--- config.mk ---
export PLATFORM = sky130hd
export DESIGN_NAME = prog_writer_flat
export DESIGN_NICKNAME = d
export VERILOG_FILES = /design/src/rtl/prog_writer_pkg.sv /design/src/rtl/prog_writer_if.sv /design/src/rtl/prog_writer_inst_encode.sv /design/src/rtl/prog_writer.sv /design/src/flat_wrapper.sv
export SDC_FILE = /design/constraint.sdc
export NUM_CORES = 1
export LEC_CHECK = 0
export BUFFER_PORTS_ARGS = -buffer_cell sky130_fd_sc_hd__buf_2
export CAP_MARGIN = 10
export CORE_MARGIN = 5
export CORE_UTILIZATION = 25
export CTS_BUF_LIST = sky130_fd_sc_hd__clkbuf_4 sky130_fd_sc_hd__clkbuf_8
export CTS_CLUSTER_SIZE = 12
export DETAILED_ROUTE_END_ITERATION = 10
export PLACE_DENSITY_LB_ADDON = 0.05
export SYNTH_ARGS = -nofsm -noshare
export SYNTH_HDL_FRONTEND = slang
export SYNTH_SLANG_ARGS = --single-unit
export TNS_END_PERCENT = 5
--- constraint.sdc ---
create_clock -name clk -period 3.4 [get_ports clk]
set_clock_uncertainty 0.1 [all_clocks]
set_input_delay 0.17 -clock clk [delete_from_list [all_inputs] [get_ports clk]]
set_output_delay 0.17 -clock clk [all_outputs]
set_load 0.005 [all_outputs]
--- src/rtl/prog_writer_pkg.sv ---
// prog_writer_pkg
//   Shared CPU constants: front-end operation codes, MIPS opcode/funct
//   values, the program-writer FSM state encoding and small word-building
//   helpers. The decoder and the program writer both import this package
//   so they agree on every encoding.
package prog_writer_pkg;

  // Front-end operation codes carried on in_code
  typedef enum logic [3:0] {
    CODE_SLTU    = 4'd0,
    CODE_SLT     = 4'd1,
    CODE_BGTZ    = 4'd2,
    CODE_BNE     = 4'd3,
    CODE_BEQ     = 4'd4,
    CODE_SW      = 4'd5,
    CODE_LW      = 4'd6,
    CODE_SLL     = 4'd7,
    CODE_OR      = 4'd8,
    CODE_AND     = 4'd9,
    CODE_SUBU    = 4'd10,
    CODE_SUB     = 4'd11,
    CODE_ADDU    = 4'd12,
    CODE_ADDI    = 4'd13,
    CODE_ADD     = 4'd14,
    CODE_ILLEGAL = 4'd15
  } op_code_e;

  // MIPS primary opcodes
  localparam logic [5:0] OPC_RTYPE = 6'h00;
  localparam logic [5:0] OPC_ADDI  = 6'h08;
  localparam logic [5:0] OPC_LW    = 6'h23;
  localparam logic [5:0] OPC_SW    = 6'h2B;
  localparam logic [5:0] OPC_BEQ   = 6'h04;
  localparam logic [5:0] OPC_BNE   = 6'h05;
  localparam logic [5:0] OPC_BGTZ  = 6'h07;

  // MIPS R-type funct values
  localparam logic [5:0] FUNCT_ADD  = 6'h20;
  localparam logic [5:0] FUNCT_ADDU = 6'h21;
  localparam logic [5:0] FUNCT_SUB  = 6'h22;
  localparam logic [5:0] FUNCT_SUBU = 6'h23;
  localparam logic [5:0] FUNCT_AND  = 6'h24;
  localparam logic [5:0] FUNCT_OR   = 6'h25;
  localparam logic [5:0] FUNCT_SLL  = 6'h00;
  localparam logic [5:0] FUNCT_SLT  = 6'h2A;
  localparam logic [5:0] FUNCT_SLTU = 6'h2B;

  // Program-writer FSM states
  typedef enum logic [1:0] {
    ST_IDLE  = 2'd0,
    ST_LOAD  = 2'd1,
    ST_DRAIN = 2'd2,
    ST_RUN   = 2'd3
  } pw_state_e;

  // Byte address of program word 'count' starting at 'base'
  function automatic logic [31:0] word_addr(input logic [31:0] base,
                                            input logic [15:0] count);
    return base + {14'd0, count, 2'b00};
  endfunction

  // R-type word: {op, rs, rt, rd, shamt, funct}
  function automatic logic [31:0] r_type(input logic [4:0] rs,
                                         input logic [4:0] rt,
                                         input logic [4:0] rd,
                                         input logic [4:0] shamt,
                                         input logic [5:0] funct);
    return {OPC_RTYPE, rs, rt, rd, shamt, funct};
  endfunction

  // I-type word: {op, rs, rt, imm}
  function automatic logic [31:0] i_type(input logic [5:0]  op,
                                         input logic [4:0]  rs,
                                         input logic [4:0]  rt,
                                         input logic [15:0] imm);
    return {op, rs, rt, imm};
  endfunction

endpackage

--- src/rtl/prog_writer_if.sv ---
// prog_writer_if
//   Bundles the instruction-field handshake (in_*) and the instruction
//   memory write port (mem_*) of the program writer.
//   slave  : the program writer (consumes fields, drives memory writes)
//   master : the environment (supplies fields, acknowledges writes)
interface prog_writer_if;
  logic        in_valid;
  logic        in_ready;
  logic [3:0]  in_code;
  logic [4:0]  in_rs;
  logic [4:0]  in_rt;
  logic [4:0]  in_rd;
  logic [4:0]  in_shamt;
  logic [15:0] in_imm;
  logic        in_last;
  logic        mem_we;
  logic        mem_ready;
  logic [31:0] mem_adr;
  logic [31:0] mem_data;

  modport slave (
    input  in_valid, in_code, in_rs, in_rt, in_rd, in_shamt, in_imm, in_last,
    output in_ready,
    output mem_we, mem_adr, mem_data,
    input  mem_ready
  );

  modport master (
    output in_valid, in_code, in_rs, in_rt, in_rd, in_shamt, in_imm, in_last,
    input  in_ready,
    input  mem_we, mem_adr, mem_data,
    output mem_ready
  );
endinterface

--- src/rtl/prog_writer_inst_encode.sv ---
// inst_encode
//   Purely combinational: maps front-end instruction fields to a 32-bit
//   MIPS instruction word and flags the illegal operation code.
//   Ports: code/rs/rt/rd/shamt/imm in; word (encoded instruction) and
//   illegal (code not encodable) out.
module inst_encode
  import prog_writer_pkg::*;
(
  input  logic [3:0]  code,
  input  logic [4:0]  rs,
  input  logic [4:0]  rt,
  input  logic [4:0]  rd,
  input  logic [4:0]  shamt,
  input  logic [15:0] imm,
  output logic [31:0] word,
  output logic        illegal
);

  // Field-to-word mapping; sll ignores rs, other R-types ignore shamt, bgtz ignores rt
  always_comb begin
    word    = 32'd0;
    illegal = 1'b0;
    case (code)
      CODE_ADD:  word = r_type(rs, rt, rd, 5'd0, FUNCT_ADD);
      CODE_ADDU: word = r_type(rs, rt, rd, 5'd0, FUNCT_ADDU);
      CODE_SUB:  word = r_type(rs, rt, rd, 5'd0, FUNCT_SUB);
      CODE_SUBU: word = r_type(rs, rt, rd, 5'd0, FUNCT_SUBU);
      CODE_AND:  word = r_type(rs, rt, rd, 5'd0, FUNCT_AND);
      CODE_OR:   word = r_type(rs, rt, rd, 5'd0, FUNCT_OR);
      CODE_SLL:  word = r_type(5'd0, rt, rd, shamt, FUNCT_SLL);
      CODE_SLT:  word = r_type(rs, rt, rd, 5'd0, FUNCT_SLT);
      CODE_SLTU: word = r_type(rs, rt, rd, 5'd0, FUNCT_SLTU);
      CODE_ADDI: word = i_type(OPC_ADDI, rs, rt, imm);
      CODE_LW:   word = i_type(OPC_LW, rs, rt, imm);
      CODE_SW:   word = i_type(OPC_SW, rs, rt, imm);
      CODE_BEQ:  word = i_type(OPC_BEQ, rs, rt, imm);
      CODE_BNE:  word = i_type(OPC_BNE, rs, rt, imm);
      CODE_BGTZ: word = i_type(OPC_BGTZ, rs, 5'd0, imm);
      default: begin
        word    = 32'd0;
        illegal = 1'b1;
      end
    endcase
  end

endmodule

--- src/rtl/prog_writer.sv ---
// prog_writer
//   Loads a program into instruction memory: accepts instruction fields,
//   encodes them, and writes one 32-bit word per accepted instruction at
//   sequential addresses from BASE_ADDR, then releases the CPU.
//   Ports: clk, rst_n (async active-low), start (new load pulse),
//   bus (prog_writer_if.slave: field handshake + memory write port),
//   cpu_run (program may execute), word_count (words written this load),
//   err (sticky: illegal code or capacity overflow).
module prog_writer
  import prog_writer_pkg::*;
#(
  parameter logic [31:0] BASE_ADDR = 32'h0000_0000,
  parameter int          MAX_WORDS = 1024
) (
  input  logic                clk,
  input  logic                rst_n,
  input  logic                start,
  prog_writer_if.slave        bus,
  output logic                cpu_run,
  output logic [15:0]         word_count,
  output logic                err
);

  localparam logic [16:0] MAX_LIMIT = 17'(MAX_WORDS);

  pw_state_e   state_r;
  pw_state_e   state_s;
  logic        pend_r;
  logic        pend_s;
  logic [31:0] mem_adr_r;
  logic [31:0] mem_data_r;
  logic [15:0] wc_r;
  logic [15:0] wc_s;
  logic        err_r;
  logic        cpu_run_r;

  logic [31:0] enc_word_s;
  logic        enc_illegal_s;
  logic        complete_s;
  logic        in_ready_s;
  logic        accept_s;
  logic        full_s;
  logic        drop_s;
  logic        write_s;

  inst_encode u_encode (
    .code    (bus.in_code),
    .rs      (bus.in_rs),
    .rt      (bus.in_rt),
    .rd      (bus.in_rd),
    .shamt   (bus.in_shamt),
    .imm     (bus.in_imm),
    .word    (enc_word_s),
    .illegal (enc_illegal_s)
  );

  // Handshake and write-slot bookkeeping; start overrides any acceptance
  always_comb begin
    complete_s = pend_r & bus.mem_ready;
    in_ready_s = (state_r == ST_LOAD) & (~pend_r | bus.mem_ready) & ~start;
    accept_s   = in_ready_s & bus.in_valid;
    // A word still in the output register counts against capacity
    full_s     = (({1'b0, wc_r} + {16'd0, pend_r}) == MAX_LIMIT);
    drop_s     = accept_s & (enc_illegal_s | full_s);
    write_s    = accept_s & ~drop_s;
    if (start) begin
      pend_s = 1'b0;
      wc_s   = 16'd0;
    end else begin
      if (write_s) begin
        pend_s = 1'b1;
      end else if (complete_s) begin
        pend_s = 1'b0;
      end else begin
        pend_s = pend_r;
      end
      if (complete_s) begin
        wc_s = wc_r + 16'd1;
      end else begin
        wc_s = wc_r;
      end
    end
  end

  // Next-state logic
  always_comb begin
    state_s = state_r;
    case (state_r)
      ST_IDLE: begin
        if (start) state_s = ST_LOAD;
        else       state_s = ST_IDLE;
      end
      ST_LOAD: begin
        if (start) begin
          state_s = ST_LOAD;
        end else if (accept_s & bus.in_last) begin
          // Skip DRAIN when the final word was dropped and nothing is left to write
          if (pend_s) state_s = ST_DRAIN;
          else        state_s = ST_RUN;
        end else begin
          state_s = ST_LOAD;
        end
      end
      ST_DRAIN: begin
        if (start)        state_s = ST_LOAD;
        else if (!pend_s) state_s = ST_RUN;
        else              state_s = ST_DRAIN;
      end
      ST_RUN: begin
        if (start) state_s = ST_LOAD;
        else       state_s = ST_RUN;
      end
      default: state_s = ST_IDLE;
    endcase
  end

  // State, output register, counter and status registers
  always_ff @(posedge clk or negedge rst_n) begin
    if (!rst_n) begin
      state_r    <= ST_IDLE;
      pend_r     <= 1'b0;
      mem_adr_r  <= BASE_ADDR;
      mem_data_r <= 32'd0;
      wc_r       <= 16'd0;
      err_r      <= 1'b0;
      cpu_run_r  <= 1'b0;
    end else begin
      state_r   <= state_s;
      pend_r    <= pend_s;
      wc_r      <= wc_s;
      // Address tracks the count so it always names the next (or pending) slot
      mem_adr_r <= word_addr(BASE_ADDR, wc_s);
      cpu_run_r <= (state_s == ST_RUN);
      if (write_s) mem_data_r <= enc_word_s;
      else         mem_data_r <= mem_data_r;
      if (start)       err_r <= 1'b0;
      else if (drop_s) err_r <= 1'b1;
      else             err_r <= err_r;
    end
  end

  assign bus.in_ready = in_ready_s;
  assign bus.mem_we   = pend_r;
  assign bus.mem_adr  = mem_adr_r;
  assign bus.mem_data = mem_data_r;
  assign cpu_run      = cpu_run_r;
  assign word_count   = wc_r;
  assign err          = err_r;

endmodule

--- src/flat_wrapper.sv ---
// flat-port wrapper written by rule: the top's interface ports become plain ports
module prog_writer_flat import prog_writer_pkg::*;
#(
  parameter logic [31:0] BASE_ADDR = 32'h0000_0000,
  parameter int          MAX_WORDS = 1024
)
  (clk, rst_n, start, cpu_run, word_count, err, bus_in_valid, bus_in_code, bus_in_rs, bus_in_rt, bus_in_rd, bus_in_shamt, bus_in_imm, bus_in_last, bus_in_ready, bus_mem_we, bus_mem_adr, bus_mem_data, bus_mem_ready);
  prog_writer_if bus_i ();
  input  logic clk;
  input  logic rst_n;
  input  logic start;
  output logic cpu_run;
  output logic [15:0] word_count;
  output logic err;
  input wire logic [$bits(bus_i.in_valid)-1:0] bus_in_valid;
  input wire logic [$bits(bus_i.in_code)-1:0] bus_in_code;
  input wire logic [$bits(bus_i.in_rs)-1:0] bus_in_rs;
  input wire logic [$bits(bus_i.in_rt)-1:0] bus_in_rt;
  input wire logic [$bits(bus_i.in_rd)-1:0] bus_in_rd;
  input wire logic [$bits(bus_i.in_shamt)-1:0] bus_in_shamt;
  input wire logic [$bits(bus_i.in_imm)-1:0] bus_in_imm;
  input wire logic [$bits(bus_i.in_last)-1:0] bus_in_last;
  output wire logic [$bits(bus_i.in_ready)-1:0] bus_in_ready;
  output wire logic [$bits(bus_i.mem_we)-1:0] bus_mem_we;
  output wire logic [$bits(bus_i.mem_adr)-1:0] bus_mem_adr;
  output wire logic [$bits(bus_i.mem_data)-1:0] bus_mem_data;
  input wire logic [$bits(bus_i.mem_ready)-1:0] bus_mem_ready;
  assign bus_i.in_valid = bus_in_valid;
  assign bus_i.in_code = bus_in_code;
  assign bus_i.in_rs = bus_in_rs;
  assign bus_i.in_rt = bus_in_rt;
  assign bus_i.in_rd = bus_in_rd;
  assign bus_i.in_shamt = bus_in_shamt;
  assign bus_i.in_imm = bus_in_imm;
  assign bus_i.in_last = bus_in_last;
  assign bus_in_ready = bus_i.in_ready;
  assign bus_mem_we = bus_i.mem_we;
  assign bus_mem_adr = bus_i.mem_adr;
  assign bus_mem_data = bus_i.mem_data;
  assign bus_i.mem_ready = bus_mem_ready;
  prog_writer #(.BASE_ADDR(BASE_ADDR), .MAX_WORDS(MAX_WORDS)) u_core (.clk(clk), .rst_n(rst_n), .start(start), .bus(bus_i), .cpu_run(cpu_run), .word_count(word_count), .err(err));
endmodule
== Word-level counts from Yosys, hierarchy flattened ==
Cells that the tools add are included.

* $add $sub $neg: 2
* Equal/unequal tests: 19
* Muxes and demuxes: 16
* Bitwise gates (word level): 12
* Reduce and logical (&&, ||, !) cells: 5

{| class="wikitable"
|+ Operators by type and width
! cell !! number
|-
| one-hot mux 32 bit (15 select lines) || 1
|-
| two-way mux 16 bit || 2
|-
| equality test 4 bit, second input constant || 7
|-
| adder 16 x 1 -> 17 bit || 1
|-
| equality test 17 x 11 -> 1 bit, second input constant || 1
|-
| adder 16 x 1 -> 16 bit, second input constant || 1
|-
| equality test 4 x 3 -> 1 bit, second input constant || 4
|-
| OR reduction 15 bit || 1
|-
| equality test 4 x 2 -> 1 bit, second input constant || 2
|-
| two-way mux 1 bit || 8
|-
| two-way mux 2 bit || 4
|-
| one-hot mux 2 bit (4 select lines) || 1
|-
| AND 1 bit || 7
|-
| equality test 2 bit, second input constant || 3
|-
| equality test 4 x 1 -> 1 bit, second input constant || 1
|-
| zero test 4 bit || 1
|-
| nonzero test 2 bit || 2
|-
| NOT 1 bit || 3
|-
| equality test 2 x 1 -> 1 bit, second input constant || 1
|-
| zero test 2 bit || 1
|-
| OR 1 bit || 2
|}

* Register bits: 53
* Input bits: 46
* Logic and storage cells: 60

== Logic depth before layout (Yosys ltp) ==
Gate-level depths: netlist of run 1.

* Depth after elaboration: 15
* Mapped depth: 11

== Cells and area by module ==
From an unflattened synthesis of run 1, not the netlist that was laid out.

* Cell total of the unflattened synthesis: 372
* Area, all modules: 3656.0 sq um

{| class="wikitable"
|+ Modules (own cells, without submodules)
! module !! instances !! cells each !! area each (sq um)
|-
| prog_writer || 1 || 246 || 2850.2
|-
| inst_encode || 1 || 126 || 805.8
|}

== Least setup slack after synthesis of run 1 ==
Ideal clock, no wire load.

* Path kind: reg-to-reg
* From: register, netlist name u_core.bus.mem_adr[2]
* To: register u_core.mem_data_r[0] (netlist: u_core.bus.mem_data[0])
* Library setup time: 0.127 ns
* Arrival: 2.647 ns
* Setup slack: 0.526 ns
* Stages on the path, launching flop included: 9
* Buffers on the path: 1
* Clock period less this slack: 2.874 ns
* Cells stage by stage: dfrtp_1 > ha_1 > a211o_1 > a2111o_1 > a222oi_1 > nor4b_4 > a211o_1 > buf_6 > mux2_1

{| class="wikitable"
|+ RTL lines
! element !! line !! text
|-
| end signal: assignment || prog_writer.sv:134 || <nowiki>if (write_s) mem_data_r <= enc_word_s;</nowiki>
|-
| end signal: assignment || prog_writer.sv:135 || <nowiki>else mem_data_r <= mem_data_r;</nowiki>
|-
| end: declaration || prog_writer.sv:31 || <nowiki>logic [31:0] mem_data_r;</nowiki>
|}

== Worst setup path after layout of run 1 ==
* From: register u_core.pend_r (netlist: u_core.bus.mem_we)
* To: register u_core.mem_data_r[28] (netlist: u_core.bus.mem_data[28])

* Longest elaborated chain between the ends: 8
* Elaborated cells between the ends (all ways): 11
* Classes of those cells: 1 x add/sub; 1 x eq/ne; 9 x bitwise

{| class="wikitable"
|+ RTL lines
! element !! line !! text
|-
| start: declaration || prog_writer.sv:28 || <nowiki>logic pend_r;</nowiki>
|-
| start signal: assignment || prog_writer.sv:129 || <nowiki>pend_r <= pend_s;</nowiki>
|-
| parallel branches: the longest is 7 deep, another holds adder 16 x 1 -> 17 bit || - ||
|-
| AND 1 bit * || prog_writer.sv:65 || <nowiki>write_s = accept_s & ~drop_s;</nowiki>
|}

Every way passes the cells marked *.
A chain may end at the register's enable or synchronous reset.

==> run_results.csv, run 1 <==
group,metric,value,unit
status,status,"complete, no violations",
clock_network,numCtsBuffers,5,
synth,yosys_register_bits,52,
setup_path,crit_path_max_fanout,8,
die,initial_utilization,25.3,%
global_route,global_route_wire_length_before_repair,14800,um
timing,setup_violations,0,
global_route,groute.usage.overall,12.7,%
clock_network,clkLatencyLatePin,330,ps
timing,hold-worst-slack,25.2,ps
synth,syn_area,3150,um2
route,detail_route.vias_per_cell,4.52,
synth,synth.area.top_cells,"sky130_fd_sc_hd__dfrtp_1 41%, sky130_fd_sc_hd__buf_4 8.1%, sky130_fd_sc_hd__nand2_1 5.1%",
cells_and_area,postLayoutCoreUtil,31.5,%
synth,yosys_warnings,0,
synth,synth_top_family_by_area,"compound AO/OA/AOI/OAI gates",
clock_network,cts_tree,"built",
power_and_ir_drop,vdd_drop_max,149,uV
power_and_ir_drop,leakagePower,1.94,nW
cells_and_area,num-fill-cells,1375,
setup_path,critPathSlowestCell,"sky130_fd_sc_hd__or4_1",
global_route,grt_antenna_before_repair,0,
timing,worst-slew-pin-transition,682,ps
worst_hold_path,holdCritPathClass,"in2reg",
die,die_height,122,um
cells_and_area,fin_cells,632,
synth,edff_count_synth,0,
synth,syn_area_per_cell,8.80,um2
timing,timing.max_slew.rel_slack,54.1,%
route,vias,2856,
cells_and_area,drive_gt1_share,27.8,%
cells_and_area,flow.area_growth_from_synthesis,24.6,%
route,dr.pass1.iters,6,
timing,final.setup.tns,0,ps
setup_path,worstPathCellList,"ha_1 > ha_1 > inv_1 > or4_1 > a222oi_1 > nor4b_4 > buf_4 > nor2_1 > a32oi_1 > o311ai_0",
synth,async_flop_share,100,%
route,drc_errors,0,
timing,finalWorstPathRequiredPeriod,2960,ps
synth,post_synth_inst_count,358,
clock_network,clock_path_buffers,2,
clock_network,htree_num_levels,2,
global_route,global_route.overflow_total,0,
synth,post-synth-top-area-cell,"sky130_fd_sc_hd__dfrtp_1",
timing,report.final.slew_viol_count,0,
route,drt.antenna.violating_nets,0,
cells_and_area,antenna_cells_inserted,0,
run,count_of_max_cap_constraint_violations,0,
setup_path,startpoint_type,"flop",
timing,grt_setup_unrepaired,"no",
clock_network,number_of_sinks_driven_by_the_clock_tree,52,
placed_design,dpl_cell_area,3680,um2
clock_network,cts-root-buf,"sky130_fd_sc_hd__clkbuf_8",
synth,most_common_flop_cell_mapped_by_yosys,"sky130_fd_sc_hd__dfrtp_1",
global_route,grt_pass1_vias,2728,
setup_path,max_stage_delay,530,ps
synth,synth_simple_gate_area_share,18.7,%
synth,proportion_of_netlist_area_held_by_the_largest_area_contributor,41.3,%
route,drt_iter0_drc,219,
clock_network,post-cts-setup-buffers,0,
die,dieArea,14900,um2
clock_network,clk_pin_slew,100,ps
placed_design,gp_congestion,0.763,
die,core.rowCount,41,
cells_and_area,final_cell_area,3930,um2
setup_path,endpoint_kind,"flop",
setup_path,data_required_time_at_the_worst_endpoint,3490,ps
synth,synthMuxAreaShare,1.03,%
synth,yosys.area_share.xor_xnor,4.17,%
setup_path,worst_ep_arrival_time,3050,ps
setup_path,timing.critical_path.mode_cell,"sky130_fd_sc_hd__ha_1",
route,route.final.wire_length,9730,um
setup_path,timing.setup.critical_path_class,"reg2reg",
die,die_width,122,um
synth,adder_cell_area_share_of_the_yosys_netlist,1.19,%
die,placeableCoreArea,12500,um2
die,boundary_pins,130,
synth,synth-compound-area-share,20.7,%
placed_design,dp.final_hpwl,7070,um
power_and_ir_drop,power.density,378,nW/um2
route,detail_route.wl_per_cell,15.4,um
global_route,grt_start_max_net_pins,41,
synth,synth_cell_types,47,
timing,timing.final.crit_share,87.2,%
placed_design,io_buffer_count,112,
timing,report.final.hold_viol_count,0,
synth,register_area_share_after_synthesis,41.3,%
cells_and_area,nets,509,
timing,maxClockFrequency,0.337,GHz
placed_design,dpl.cell_count,610,
[cell usage in the layout (no fill, tap or decap), drive strengths merged, types with 3 or more instances in the layout]
master       instances
a211o                3
a211oi               3
a21oi               13
a222oi               6
a22o                16
a22oi                8
a32oi                3
and2                 4
and3                 4
buf                119
clkbuf               6
conb                17
dfrtp               52
dlygate4sd3         15
ha                   3
inv                  8
nand2               43
nand3               14
nand4                5
nor2                32
nor3                 8
nor4                 5
o21ai               33
o22ai                3
or3                  3
xnor2                9
xor2                 6
[cell type report]
type	count	area (um2)	area share, %
clock buffers	6	82.6	2.10
clock inverters	1	8.76	0.223
inverters	9	33.8	0.861
multi-input cells	258	1510	38.4
flip-flops and latches	52	1300	33.2
well taps	172	215	5.48
repair buffers	134	776	19.8
[report_power, final]
group	total [mW]	switching [mW]	internal, mW
clock network	0.391	0.228	0.163
registers	0.751	0.0493	0.701
logic	0.342	0.179	0.163
total	1.48	0.456	1.03
[logic make-up (layout without fill, tap and decap cells)]
group | Yosys count | in the layout
AOI/OAI and AO/OA | 96 | 96
other | 1 | 17
DFF | 52 | 52
adders and majority gates | 3 | 3
muxes | 3 | 3
and+or+nand+nor | 124 | 124
xor gates and xnor gates | 15 | 15
buffers and inverters | 64 | 150
[per-layer routing]
metal / wire length, um / global-route usage, % / part of all wire [%] / vias to the layer above
li1: - / - / - / 1432
met1: 4460 / 17.0 / 46 / 1341
met2: 4650 / 20.5 / 48 / 79
met3: 538 / 3.23 / 5.5 / 4
met4: 70 / 3.36 / 0.72 / 0
met5: 0 / 0 / 0 / -
[Yosys cell counts (2+ instances only)]
cell type and n:
sky130_fd_sc_hd__nand3_1 14, sky130_fd_sc_hd__nand4_1 4, sky130_fd_sc_hd__nor4_1 5, sky130_fd_sc_hd__and2_1 4, sky130_fd_sc_hd__nor2_1 32, sky130_fd_sc_hd__inv_1 8, sky130_fd_sc_hd__clkbuf_1 12, sky130_fd_sc_hd__a211o_1 3
sky130_fd_sc_hd__buf_4 34, sky130_fd_sc_hd__and3_1 4, sky130_fd_sc_hd__a32oi_1 3, sky130_fd_sc_hd__o21ai_0 16, sky130_fd_sc_hd__o21ai_1 17, sky130_fd_sc_hd__o31ai_1 2, sky130_fd_sc_hd__nor3_1 8, sky130_fd_sc_hd__a22o_1 16
sky130_fd_sc_hd__buf_1 2, sky130_fd_sc_hd__mux2_1 2, sky130_fd_sc_hd__a211oi_1 3, sky130_fd_sc_hd__a2111o_1 2, sky130_fd_sc_hd__o22ai_1 3, sky130_fd_sc_hd__xor2_1 6, sky130_fd_sc_hd__xnor2_1 9, sky130_fd_sc_hd__buf_2 2
sky130_fd_sc_hd__nand2_1 43, sky130_fd_sc_hd__a22oi_1 8, sky130_fd_sc_hd__or3_1 3, sky130_fd_sc_hd__buf_6 4, sky130_fd_sc_hd__a21oi_1 13, sky130_fd_sc_hd__a222oi_1 6, sky130_fd_sc_hd__dfrtp_1 52, sky130_fd_sc_hd__ha_1 3
[repair_timing]
action,CTS,global route
hold buffers,15,0
hold endpoints to repair,38,0
resized for setup,0,0
[final timing paths]
kind | slack (ps) | end | start | depth (start not counted)
min reg2reg | 390 | u_core.bus.mem_data[6]$_DFFE_PN0P_ | u_core.bus.mem_data[6]$_DFFE_PN0P_ | 2
max in group asynchronous | 2090 | u_core.bus.mem_data[24]$_DFFE_PN0P_ | rst_n | 3
min | 30 | u_core.bus.mem_data[6]$_DFFE_PN0P_ | bus_in_imm[6] | 3
max | 440 | u_core.bus.mem_data[28]$_DFFE_PN0P_ | u_core.bus.mem_we$_DFF_PN0_ | 10
max reg2reg | 440 | u_core.bus.mem_data[28]$_DFFE_PN0P_ | u_core.bus.mem_we$_DFF_PN0_ | 10
min in group asynchronous | 290 | u_core.bus.mem_data[26]$_DFFE_PN0P_ | rst_n | 2
[worst max-delay path: cells and delay by family (launching register included)]
family	cells	cell delay [ps]
AND/OR/NAND/NOR	3	940
adder cells (fa/ha/maj)	2	490
AO/OA/AOI/OAI	3	550
buffers and inverters	2	280
flip-flops	1	460
[stage by stage]
| step | power (mW) | setup slack (ps) |
|---|---|---|
| final | 1.48 | 437 |
| after CTS | 1.52 | 396 |
| after floorplan | 0.936 | 526 |
| after detailed placement | 1.10 | 369 |
| after global placement | 1.10 | 429 |
| after global routing | 1.59 | 144 |
[sequential cells by signal, summed over array words and instances (netlist names)]
register             flops
u_core.bus.mem_data     31
u_core.bus.mem_adr      16
u_core.state_r           2
u_core.bus.mem_we        1
u_core.cpu_run           1
u_core.err               1
Note: power is estimated with default switching activity, not from simulation.
==> run 2: changes to the inputs <==
--- a/config.mk
+++ b/config.mk
@@ -5,14 +5,17 @@
 export SDC_FILE = /design/constraint.sdc
 export NUM_CORES = 1
 export LEC_CHECK = 0
+export ABC_AREA = 1
 export BUFFER_PORTS_ARGS = -buffer_cell sky130_fd_sc_hd__buf_2
 export CAP_MARGIN = 10
+export CORE_ASPECT_RATIO = 0.7
 export CORE_MARGIN = 5
 export CORE_UTILIZATION = 25
 export CTS_BUF_LIST = sky130_fd_sc_hd__clkbuf_4 sky130_fd_sc_hd__clkbuf_8
 export CTS_CLUSTER_SIZE = 12
 export DETAILED_ROUTE_END_ITERATION = 10
 export PLACE_DENSITY_LB_ADDON = 0.05
+export REMOVE_ABC_BUFFERS = 1
 export SYNTH_ARGS = -nofsm -noshare
 export SYNTH_HDL_FRONTEND = slang
 export SYNTH_SLANG_ARGS = --single-unit
==> run 2 against run 1 <==
Flip-flop and latch count stayed put. Clock power hardly changed. Final cell count grew 12%. Total power increased by 16%. Global-route usage rose by 0.30 points. Worst setup slack improved by 260 ps. Die area up 2.0%. Hold slack improved by 1.8 ps. Utilization hardly changed.
==> run_results.csv, run 2 <==
group,metric,value,unit
status,status,"complete, no violations",
setup_path,endpoint_kind,"flop",
setup_path,data_required_time_at_the_worst_endpoint,3550,ps
synth,syn_area,3210,um2
global_route,grt_antenna_before_repair,0,
route,vias,3064,
route,route.final.wire_length,10000,um
clock_network,htree_num_levels,2,
route,detail_route.wl_per_cell,14.1,um
die,die_height,105,um
timing,setup_violations,0,
setup_path,timing.setup.critical_path_class,"reg2reg",
timing,hold-worst-slack,26.9,ps
die,initial_utilization,25.7,%
synth,async_flop_share,100,%
cells_and_area,drive_gt1_share,25.4,%
clock_network,cts_tree,"built",
placed_design,dpl.cell_count,690,
synth,yosys_warnings,0,
clock_network,post-cts-setup-buffers,0,
synth,post_synth_inst_count,441,
cells_and_area,nets,596,
timing,setup_ws,694,ps
setup_path,worst-r2r-cell-count,14,
clock_network,clock_path_buffers,2,
power_and_ir_drop,leakagePower,2.11,nW
clock_network,clk_pin_slew,110,ps
synth,synth.area.top_cells,"sky130_fd_sc_hd__dfrtp_1 41%, sky130_fd_sc_hd__nand2_1 14%, sky130_fd_sc_hd__buf_4 8.0%",
clock_network,number_of_sinks_driven_by_the_clock_tree,52,
cells_and_area,most-common-layout-cells,"117 x sky130_fd_sc_hd__nand2_1, 112 x sky130_fd_sc_hd__buf_2, 52 x sky130_fd_sc_hd__nor2_1, 52 x sky130_fd_sc_hd__dfrtp_1, 51 x sky130_fd_sc_hd__inv_1",
timing,report.final.slew_viol_count,0,
clock_network,cts-root-buf,"sky130_fd_sc_hd__clkbuf_8",
clock_network,clkLatencyLatePin,310,ps
timing,timing.max_slew.rel_slack,45.9,%
route,dr.pass1.iters,6,
die,dieArea,15200,um2
route,detail_route.vias_per_cell,4.32,
die,boundary_pins,130,
synth,netlist_top_cells_count,"117 x sky130_fd_sc_hd__nand2_1, 52 x sky130_fd_sc_hd__dfrtp_1, 52 x sky130_fd_sc_hd__nor2_1",
power_and_ir_drop,power.density,438,nW/um2
global_route,grt_start_max_net_pins,58,
setup_path,worst_ep_arrival_time,2860,ps
run,count_of_max_cap_constraint_violations,0,
setup_path,crit_path_max_fanout,57,
global_route,groute.usage.overall,13.0,%
cells_and_area,flow.area_growth_from_synthesis,22.7,%
cells_and_area,fin_cells,710,
die,placeableCoreArea,12500,um2
timing,grt_setup_unrepaired,"no",
global_route,global_route.overflow_total,0,
route,drc_errors,0,
timing,report.final.hold_viol_count,0,
worst_hold_path,hold_path_depth,3,
placed_design,dp.final_hpwl,7820,um
timing,timing.final.crit_share,79.6,%
placed_design,io_buffer_count,112,
die,die_width,145,um
clock_network,numCtsBuffers,5,
cells_and_area,leading_cell_type_in_the_layout_fill_and_taps_excluded,"sky130_fd_sc_hd__nand2_1",
global_route,grt_pass1_vias,2819,
synth,edff_count_synth,0,
cells_and_area,largest_register_ff_count,31,
synth,yosys_register_bits,52,
worst_hold_path,holdCritPathClass,"in2reg",
synth,synthMostInstantiatedCell,"sky130_fd_sc_hd__nand2_1",
cells_and_area,antenna_cells_inserted,0,
placed_design,gp_congestion,0.839,
placed_design,place_ws,687,ps
synth,register_area_share_after_synthesis,40.5,%
timing,finalWorstPathRequiredPeriod,2710,ps
die,core.rowCount,34,
route,drt.antenna.violating_nets,0,
global_route,global_route_wire_length_before_repair,16000,um
synth,syn_area_per_cell,7.28,um2
timing,maxClockFrequency,0.370,GHz
synth,post-synth-top-area-cell,"sky130_fd_sc_hd__dfrtp_1",
synth,most_common_flop_cell_mapped_by_yosys,"sky130_fd_sc_hd__dfrtp_1",
timing,worst-slew-pin-transition,811,ps
synth,proportion_of_netlist_area_held_by_the_largest_area_contributor,40.5,%
setup_path,startpoint_type,"flop",
route,drt_iter0_drc,194,
synth,synth_cell_types,36,
power_and_ir_drop,vdd_drop_max,163,uV
timing,final.setup.tns,0,ps
[run 2: critical path: stages (launching register included)]
cell	delay [ps]
sky130_fd_sc_hd__dfrtp_1	450
sky130_fd_sc_hd__ha_1	250
sky130_fd_sc_hd__ha_1	200
sky130_fd_sc_hd__nand3_1	160
sky130_fd_sc_hd__nor2_1	100
sky130_fd_sc_hd__nand2_1	70
sky130_fd_sc_hd__nand2_1	50
sky130_fd_sc_hd__nor2_1	110
sky130_fd_sc_hd__nand2_1	60
sky130_fd_sc_hd__nor2_1	160
sky130_fd_sc_hd__nand3_2	110
sky130_fd_sc_hd__nand3_2	90
sky130_fd_sc_hd__buf_4	480
sky130_fd_sc_hd__nand2_1	130
sky130_fd_sc_hd__o21ai_2	80
[run 2: report_power, final]
group | switching, mW | internal, mW | total, mW
logic | 0.275 | 0.221 | 0.496
registers | 0.0727 | 0.760 | 0.833
clock network | 0.243 | 0.151 | 0.394
total | 0.591 | 1.13 | 1.72
[run 2: layer usage]
layer,track usage (%),vias to the layer above,wire (um)
met4,2.80,0,83
met2,17.1,92,3950
li1,-,1575,-
met3,3.16,8,652
met1,20.9,1389,5360
met5,0,-,0
[run 2: timing repair]
action                    4_1_cts  5_1_grt
hold endpoints to repair       43        0
hold buffers                   12        0
resized for setup               0        0
[run 2: final cells by class]
cell class	instances	area (um2)
flip-flops and latches	52	1300
repair buffers	126	696
multi-input cells	309	1440
inverters	53	199
clock inverters	3	25.0
well taps	162	203
clock buffers	5	68.8
fillers	1393	8570
[run 2: worst paths after layout]
| kind | from | endpoint | slack (ps) |
|---|---|---|---|
| worst min-delay path | bus_in_imm[14] | u_core.bus.mem_data[14]$_DFFE_PN0P_ | 30 |
| worst max register to register | u_core.bus.mem_adr[2]$_DFFE_PN0P_ | u_core.bus.mem_data[23]$_DFFE_PN0P_ | 690 |
| min in group asynchronous | rst_n | u_core.bus.mem_adr[4]$_DFFE_PN0P_ | 360 |
| worst max-delay path | u_core.bus.mem_adr[2]$_DFFE_PN0P_ | u_core.bus.mem_data[23]$_DFFE_PN0P_ | 690 |
| max in group asynchronous | rst_n | u_core.bus.mem_data[16]$_DFFE_PN0P_ | 2060 |
| worst min register to register | u_core.bus.mem_data[29]$_DFFE_PN0P_ | u_core.bus.mem_data[29]$_DFFE_PN0P_ | 390 |
[run 2: through the flow]
stage | instance area, um2 | total power [mW] | util [%]
floorplan | 2940 | 1.08 | -
global placement | 3720 | 1.34 | 29.8
detailed placement | 3720 | 1.34 | 29.8
CTS | 3940 | 1.76 | 31.5
global route | 3940 | 1.87 | 31.5
finish | 3940 | 1.72 | 31.5
[run 2: cells by family (layout without fill, tap and decap cells)]
family          after synthesis  after routing  synth area share (%)
simple gates                210            210                  27.1
fa+ha+maj                     3              3                  1.17
compound gates               79             79                  14.7
flops                        52             52                  40.5
other cells                   1             17                 0.117
buf+inv                      96            187                  16.3
==> run 3: changes to the inputs <==
==> constraint.sdc (replaced) <==
create_clock -name clk -period 2.2 [get_ports clk]
set_clock_uncertainty 0.1 [all_clocks]
set_input_delay 0.11 -clock clk [delete_from_list [all_inputs] [get_ports clk]]
set_output_delay 0.11 -clock clk [all_outputs]
set_load 0.005 [all_outputs]
==> run 3 against run 2 <==
The run now ends with negative setup slack left. First-iteration DRC count rose by 12%. Total power rose by 69%. Highest routed layer unchanged. Register-to-register slack got worse by 750 ps. Utilization rose by 4.9 points. Critical path depth rose by 1. Sequential power rose by 55%. Largest power group unchanged. Wire length rose by 9.8%. Critical path type unchanged. Final cell count rose by 7.2%. Clock-buffer cell count rose by 1. Clock power rose by 85%. Hold slack got worse by 16 ps.
==> run_results.csv, run 3 (synthesis results as in run 2) <==
group,metric,value,unit
placed_design,dpl_cell_area,4010,um2
clock_network,number_of_sinks_driven_by_the_clock_tree,52,
route,dr.pass1.iters,4,
status,status,"complete, but fails checks",
setup_path,data_required_time_at_the_worst_endpoint,2320,ps
power_and_ir_drop,power.density,640,nW/um2
die,dieArea,15200,um2
die,die_width,145,um
setup_path,setup.worst_path.start,"u_core.bus.mem_we$_DFF_PN0_",
placed_design,dpl.cell_count,727,
clock_network,numCtsBuffers,5,
clock_network,clk_pin_slew,100,ps
power_and_ir_drop,share_seq_of_total_power,44.4,%
timing,timing.final.crit_share,103,%
route,detail_route.wl_per_cell,14.5,um
timing,final.setup.tns,-358,ps
clock_network,clock_path_buffers,2,
setup_path,startpoint_type,"flop",
cells_and_area,multi_input_area,1570,um2
timing,setup_violations,20,
setup_path,timing.setup.critical_path_class,"reg2reg",
setup_path,worst_ep_arrival_time,2380,ps
global_route,grt_antenna_before_repair,0,
clock_network,htree_num_levels,2,
timing,timing.max_slew.rel_slack,53.3,%
power_and_ir_drop,vdd_drop_max,353,uV
run,count_of_max_cap_constraint_violations,0,
power_and_ir_drop,power.switching_fraction,32.3,%
setup_path,crit_path_max_fanout,6,
route,drt.antenna.violating_nets,0,
timing,grt_setup_unrepaired,"yes",
cells_and_area,fin_cells,761,
route,drt_iter0_drc,217,
die,die_height,105,um
clock_network,cts_tree,"built",
global_route,grt_start_max_net_pins,42,
die,core.rowCount,34,
cells_and_area,flow.area_growth_from_synthesis,41.7,%
die,initial_utilization,25.7,%
power_and_ir_drop,power.clock.fraction,25.0,%
timing,setup_ws,-60.0,ps
cells_and_area,leading_cell_type_in_the_layout_fill_and_taps_excluded,"sky130_fd_sc_hd__nand2_1",
worst_hold_path,hold_path.startpoint,"bus_in_shamt[4]",
placed_design,dp.final_hpwl,8350,um
route,vias,3326,
global_route,grt_pass1_vias,3167,
cells_and_area,num-fill-cells,1378,
setup_path,endpoint_kind,"flop",
global_route,global_route_wire_length_before_repair,17100,um
cells_and_area,nets,647,
power_and_ir_drop,intPower,1.97,mW
cells_and_area,register_area,1300,um2
power_and_ir_drop,net_switching,0.941,mW
clock_network,clkLatencyLatePin,320,ps
placed_design,gp_congestion,0.862,
route,drc_errors,0,
timing,hold-worst-slack,11.2,ps
timing,maxClockFrequency,0.442,GHz
die,boundary_pins,130,
timing,finalWorstPathRequiredPeriod,2260,ps
power_and_ir_drop,leakagePower,2.40,nW
placed_design,io_buffer_count,112,
die,placeableCoreArea,12500,um2
timing,report.final.slew_viol_count,0,
power_and_ir_drop,combinationalPowerShare,30.6,%
cells_and_area,final_cell_area,4550,um2
global_route,global_route.overflow_total,0,
route,route.final.wire_length,11000,um
timing,report.final.hold_viol_count,0,
status,violated_checks,"negative setup slack",
route,detail_route.vias_per_cell,4.37,
global_route,groute.usage.overall,13.7,%
cells_and_area,largest_register_ff_count,31,
cells_and_area,drive_gt1_share,33.6,%
cells_and_area,antenna_cells_inserted,0,
cells_and_area,most-common-layout-cells,"115 x sky130_fd_sc_hd__nand2_1, 112 x sky130_fd_sc_hd__buf_2, 50 x sky130_fd_sc_hd__dfrtp_1",
timing,worst-slew-pin-transition,701,ps
setup_path,reg2reg_from,"u_core.bus.mem_we$_DFF_PN0_",
worst_hold_path,holdCritPathClass,"in2reg",
clock_network,cts-root-buf,"sky130_fd_sc_hd__clkbuf_8",
## run 3: changes by cell type in the layout (fill, tap and decap cells not counted), moves of 3 or more
cell	delta
sky130_fd_sc_hd__buf_4	+35
sky130_fd_sc_hd__buf_6	+3
sky130_fd_sc_hd__dlygate4sd3_1	+11
sky130_fd_sc_hd__nand3_1	-5
sky130_fd_sc_hd__nand3_4	+3
sky130_fd_sc_hd__nor2_1	-7
sky130_fd_sc_hd__nor2_2	+3
sky130_fd_sc_hd__nor2_4	+4
## run 3: worst paths after layout
kind | endpoint | slack [ps] | depth (start not counted)
max in group asynchronous | u_core.bus.mem_adr[3]$_DFFE_PN0P_ | 1030 | 3
min in group asynchronous | u_core.bus.mem_adr[16]$_DFFE_PN0P_ | 260 | 2
max | u_core.bus.mem_data[28]$_DFFE_PN0P_ | -60 | 15
min reg2reg | u_core.bus.mem_data[24]$_DFFE_PN0P_ | 390 | 2
max reg2reg | u_core.bus.mem_data[28]$_DFFE_PN0P_ | -60 | 15
min | u_core.bus.mem_data[10]$_DFFE_PN0P_ | 10 | 3
## run 3: layout make-up
cell class	count	area share [%]
clock inverter	2	0.853
multi-input combinational	309	34.6
sequential	52	28.7
timing repair buffer	177	25.2
tap	162	4.46
clock buffer	6	1.82
inverter	53	4.43
## run 3: critical path, stage by stage (launching register included)
cell and delay (ps):
sky130_fd_sc_hd__dfrtp_1 430, sky130_fd_sc_hd__ha_4 180, sky130_fd_sc_hd__ha_4 160, sky130_fd_sc_hd__inv_2 70
sky130_fd_sc_hd__buf_4 110, sky130_fd_sc_hd__nor2_1 40, sky130_fd_sc_hd__nor2_2 110, sky130_fd_sc_hd__nand3_1 80
sky130_fd_sc_hd__nor2_1 90, sky130_fd_sc_hd__nand2_1 70, sky130_fd_sc_hd__nor2_2 100, sky130_fd_sc_hd__nand3_2 110
sky130_fd_sc_hd__nand3_4 170, sky130_fd_sc_hd__inv_4 60, sky130_fd_sc_hd__buf_6 120, sky130_fd_sc_hd__o21a_1 160
## run 3: layer usage
layer / GRT usage [%] / routed length [um] / up-vias / part of all wire, %
li1: - / - / 1681 / -
met1: 21.2 / 5750 / 1536 / 52
met2: 19.6 / 4560 / 99 / 41
met3: 2.86 / 586 / 10 / 5.3
met4: 3.13 / 125 / 0 / 1.1
met5: 0 / 0 / - / 0
## run 3: timing repair
action | in CTS | in global routing
hold endpoints to repair | 46 | 0
hold buffers | 23 | 0
pin swaps | 10 | 3
setup endpoints to repair | 34 | 35
cloned | 0 | 2
resized for setup | 16 | 22
setup buffers | 1 | 0
## run 3: stage by stage
step,utilization (%),setup slack [ps],power [mW]
finish,36.4,-60.0,2.91
global route,36.4,-178,3.13
global placement,32.1,-121,2.11
floorplan,-,-649,1.67
CTS,35.5,-29.7,2.92
detailed placement,32.1,-134,2.12
## run 3: power by group through the flow
stage                     Sequential, mW  Combinational, mW  Clock, mW
after global routing                1.33               1.01      0.798
after global placement              1.31              0.801          0
after CTS                           1.29              0.857      0.765
final                               1.29              0.890      0.728
after detailed placement            1.31              0.812          0
after floorplan                     1.33              0.342          0
